[config.mk]
export PLATFORM = sky130hd
export DESIGN_NAME = deserializador_registro
export DESIGN_NICKNAME = d
export VERILOG_FILES = /design/src/rtl/deserializador_registro.sv
export SDC_FILE = /design/constraint.sdc
export NUM_CORES = 1
export LEC_CHECK = 0
export CAP_MARGIN = 20
export CORE_MARGIN = 5
export CORE_UTILIZATION = 45
export CTS_CLUSTER_SIZE = 10
export DETAILED_ROUTE_END_ITERATION = 8
export PLACE_DENSITY = 0.69
export SLEW_MARGIN = 20
export SYNTH_ARGS = -nofsm -noshare
export SYNTH_HDL_FRONTEND = slang
export SYNTH_SLANG_ARGS = --single-unit
[constraint.sdc]
create_clock -name clk -period 3.3 [get_ports clk]
set_input_delay 0.495 -clock clk [delete_from_list [all_inputs] [get_ports clk]]
set_output_delay 0.495 -clock clk [all_outputs]
set_load 0.03 [all_outputs]
[src/rtl/deserializador_registro.sv]
`default_nettype none
// ============================================================================
// Module   : deserializador_registro
// Purpose  : Framed serial-to-parallel front end for the bit-register bank,
//            with an inter-bit timeout that aborts stalled frames.
// Revision : 1.0 - initial release
// ============================================================================
module deserializador_registro #(
    parameter int N       = 8,
    parameter int TIMEOUT = 16
) (
    input  logic         clk,
    input  logic         reset,
    input  logic         start,
    input  logic         bit_in,
    input  logic         bit_valid,
    output logic [N-1:0] word_out,
    output logic [N-1:0] load_out,
    output logic         word_valid,
    output logic         busy,
    output logic         frame_err
);

    localparam int BCW = $clog2(N + 1);
    localparam int TCW = $clog2(TIMEOUT + 1);

    localparam logic [BCW-1:0] c_BIT_LAST = BCW'(N - 1);
    localparam logic [TCW-1:0] c_TO_LAST  = TCW'(TIMEOUT - 1);

    typedef enum logic [1:0] {
        S_IDLE  = 2'd0,
        S_SHIFT = 2'd1,
        S_DONE  = 2'd2
    } state_t;

    state_t         state_q;
    logic [N-1:0]   shift_q;
    logic [N-1:0]   word_q;
    logic [N-1:0]   load_q;
    logic [BCW-1:0] bitcnt_q;
    logic [TCW-1:0] tocnt_q;
    logic           word_valid_q;
    logic           busy_q;
    logic           frame_err_q;

    always_ff @(posedge clk) begin
        if (reset) begin
            state_q      <= S_IDLE;
            shift_q      <= '0;
            word_q       <= '0;
            load_q       <= '1;
            bitcnt_q     <= '0;
            tocnt_q      <= '0;
            word_valid_q <= 1'b0;
            busy_q       <= 1'b0;
            frame_err_q  <= 1'b0;
        end else begin
            word_valid_q <= 1'b0;
            frame_err_q  <= 1'b0;
            case (state_q)
                S_IDLE: begin
                    if (start) begin
                        state_q  <= S_SHIFT;
                        bitcnt_q <= '0;
                        tocnt_q  <= '0;
                        busy_q   <= 1'b1;
                    end
                end
                S_SHIFT: begin
                    // An accepted bit always clears the timeout, even on the expiry cycle.
                    if (bit_valid) begin
                        shift_q  <= {shift_q[N-2:0], bit_in};
                        bitcnt_q <= bitcnt_q + BCW'(1);
                        tocnt_q  <= '0;
                        if (bitcnt_q == c_BIT_LAST) begin
                            state_q      <= S_DONE;
                            word_q       <= {shift_q[N-2:0], bit_in};
                            word_valid_q <= 1'b1;
                            load_q       <= '0;
                        end
                    end else if (tocnt_q == c_TO_LAST) begin
                        state_q     <= S_IDLE;
                        frame_err_q <= 1'b1;
                        shift_q     <= '0;
                        bitcnt_q    <= '0;
                        tocnt_q     <= '0;
                        busy_q      <= 1'b0;
                    end else begin
                        tocnt_q <= tocnt_q + TCW'(1);
                    end
                end
                S_DONE: begin
                    // The bank captures word_out on this edge; hold it from here on.
                    state_q  <= S_IDLE;
                    load_q   <= '1;
                    bitcnt_q <= '0;
                    busy_q   <= 1'b0;
                end
                default: begin
                    state_q <= S_IDLE;
                    load_q  <= '1;
                    busy_q  <= 1'b0;
                end
            endcase
        end
    end

    assign word_out   = word_q;
    assign load_out   = load_q;
    assign word_valid = word_valid_q;
    assign busy       = busy_q;
    assign frame_err  = frame_err_q;

endmodule
`default_nettype wire

==> impl_metrics.toml <==
[clocking]
clock_tree.buffer_depth = 2
clk_pin_slew_ps = 80
clkLatencyLatePin_ps = 330
cts_setup_buffers = 0
cts_sinks = 30
cts_buffers = 5
ctsResizeCount = 0
root_buffer = "clkbuf_4"
tritoncts = "yes"
h-tree-depth = 2
cts-hold-fix-buffers = 0

[synthesis]
seq_area_frac_synth_pct = 41.6
avgSynthCellArea_um2 = 9.26
yosys_register_bits = 30
synth_edf_count = 0
synth_cell_type_count = 41
yosysMostFrequentCell = "dfxtp_1"
synth_common_cells = "dfxtp_1 (30), a21oi_1 (12), nand3_1 (11), nand2_1 (10), o21ai_0 (10)"
yosysTopAreaCell = "dfxtp_1"
synth.area.top_cells = "dfxtp_1 (42%), a221oi_2 (7.3%), a21oi_1 (4.2%), buf_4 (4.2%), nand3_1 (3.8%)"
syn-cell-area_mm2 = 0.00144
netlist.area_leader.share_pct = 41.6
synth_cells = 156
synth_flop_cell = "dfxtp_1"
ys_warn_count = 0
synth-async-reset-ratio_pct = 0
synth_nets = 163

[sta]
fmax_mhz = 487
worstMarginPinSlew_ps = 639
slew_viol_final = 0
fin_crit_ps = 2050
final-setup-viol-count = 0
finalCritPeriodShare_pct = 62.3
rsz0062_at_grt = "false"
finClkSkew_ps = 6.32
finalSetupTns_ps = 0
slew_headroom_pct = 57.2
hold_viol_final = 0

[global_route]
grt_max_degree = 21
grt.overflow.total = 0
grt_use_total_pct = 15.5
antenna_found_initial = 0
grt_pass1_wl_um = 5200
first_global_vias = 1118

[drt]
wl_per_cell_um = 14.3
via_count = 1174
detail-route-antenna-nets = 0
wl_um = 3030
drt_iter0_drc = 40
via_per_inst = 5.56
first_pass_iters = 4
route.detailed.drc = 0

[place]
placed_area_mm2 = 0.00160
dp.cells = 204
gp_congestion = 0.788
dp_hpwl_um = 2070
port_buffers = 23

[setup_path]
reg2regPathDepth = 4
timing.rr.end = "bitcnt_q[1]"
slowest_delay_ps = 600
cp_max_fo = 14
cp_data_required_time_ps = 3500
startpoint = "tocnt_q[0]"
path_class = "reg2reg"
rrSetupSlack_ps = 1250
reg2reg_from = "tocnt_q[0]"
arrival_ps = 2250
critical_path.endpoint_type = "register"
crit_chain = "ha_1 -> nand4b_1 -> a221oi_2 -> o21ai_0"
cp-endpoint = "bitcnt_q[1]"
start_kind = "register"
crit_path_top_delay_cell = "a221oi_2"

[status]
outcome = "complete, no violations"

[final_layout]
syn_to_final_growth_pct = 14.1
fillers = 288
fin_nets = 174
multi_input_area_um2 = 676
final_area_mm2 = 0.00165
drive_above_1_share_pct = 10.2
seq_area_um2 = 601
final_cell_count_no_fill = 211
insertedDiodeCount = 0

[floorplanning]
io_pins = 24
core_area_mm2 = 0.00308
die-width_um = 66.6
initial_utilization_pct = 46.9
rows = 20
dieArea_mm2 = 0.00444
die_height_um = 66.6

[power]
power_w = 0.000632
powerDensity_mw_per_mm2 = 384
ir_drop_uv = 192
p_leak_nw = 0.521

[job]
maxCapViolCount = 0

[worst_hold_path]
hold_class = "reg2reg"
layout by cell type, fill, tap and decap left out:
cell type / instances
nand4b_1: 2
dfxtp_1: 30
nand2b_4: 1
buf_4: 1
a22oi_1: 7
nand3_1: 11
o21ai_0: 10
a211o_1: 1
a32oi_1: 1
a311oi_1: 1
nor4_1: 1
nor3b_2: 1
a311oi_2: 1
nand4_1: 1
a41oi_1: 1
clkdlybuf4s50_1: 23
and4b_1: 1
clkbuf_1: 2
nand2b_1: 5
o22ai_1: 1
nand2_1: 10
and3b_1: 1
clkbuf_4: 5
nand3b_1: 2
nor3_1: 3
ha_1: 2
o21bai_1: 1
and2b_2: 1
a211oi_1: 4
a221oi_2: 7
nor3b_1: 1
a31oi_1: 1
or4_1: 1
a21oi_1: 12
inv_1: 9
a221oi_1: 1
o211ai_1: 1
nor2_1: 2
nor2b_1: 1
power by group:
part	total, W	leakage [nW]	switching [W]	internal (W)
registers	0.000372	0.242	0.00000597	0.000366
clock network	0.000203	0.0254	0.000123	0.0000802
logic	0.0000570	0.253	0.0000367	0.0000203
total	0.000632	0.521	0.000166	0.000467
through the flow:
step | hold WS [ps] | util [%] | setup slack, ps
2_1_floorplan | 443 | - | 1850
3_3_place_gp | 457 | 52.1 | 1050
3_5_place_dp | 464 | 52.1 | 947
4_1_cts | 476 | 53.5 | 1230
5_1_grt | 502 | 53.5 | 1050
6_report | 473 | 53.5 | 1250
kinds of logic after synthesis:
family / after synthesis / share of synthesized area [%]
fa+ha+maj: 2 / 1.73
simple gates: 45 / 18.5
compound gates: 50 / 26.6
flops: 30 / 41.6
buf+inv: 29 / 11.6
per-layer routing:
metal / vias up / track usage, % / routed length [um]
li1: 587 / - / -
met1: 555 / 20.0 / 1470
met2: 26 / 23.6 / 1380
met3: 6 / 4.55 / 137
met4: 0 / 6.85 / 46
met5: - / 0 / 0
sequential cells by signal, indices dropped and copies added, names as in the netlist:
register,cells
bitcnt_q,4
load_out,1
shift_q,7
state_q,2
tocnt_q,5
frame_err,1
word_valid,1
busy,1
word_out,8
worst max-delay path, delay by kind of cell (launching register included):
family | cells | cell delay [ps]
AOI/OAI and AO/OA | 2 | 780
adders and majority gates | 1 | 230
and+or+nand+nor | 1 | 540
DFF | 1 | 380
cell type report:
cell class | count | area share (%)
flip-flops and latches | 30 | 36.4
multi-input cells | 97 | 41.0
inverters | 9 | 2.05
repair buffers | 24 | 14.4
well taps | 44 | 3.34
clock buffers | 7 | 2.73
how the worst min path moves through the flow:
stage	from	to	slack (ps)	cells past startpoint
after detailed placement	tocnt_q[4]	tocnt_q[4]	460	1
after global routing	tocnt_q[4]	tocnt_q[4]	500	1
after CTS	tocnt_q[4]	tocnt_q[4]	480	1
final	tocnt_q[4]	tocnt_q[4]	470	1
after global placement	shift_q[6]	shift_q[6]	460	2
after floorplan	shift_q[6]	shift_q[6]	440	2
Power figures use the tool's default switching activity.
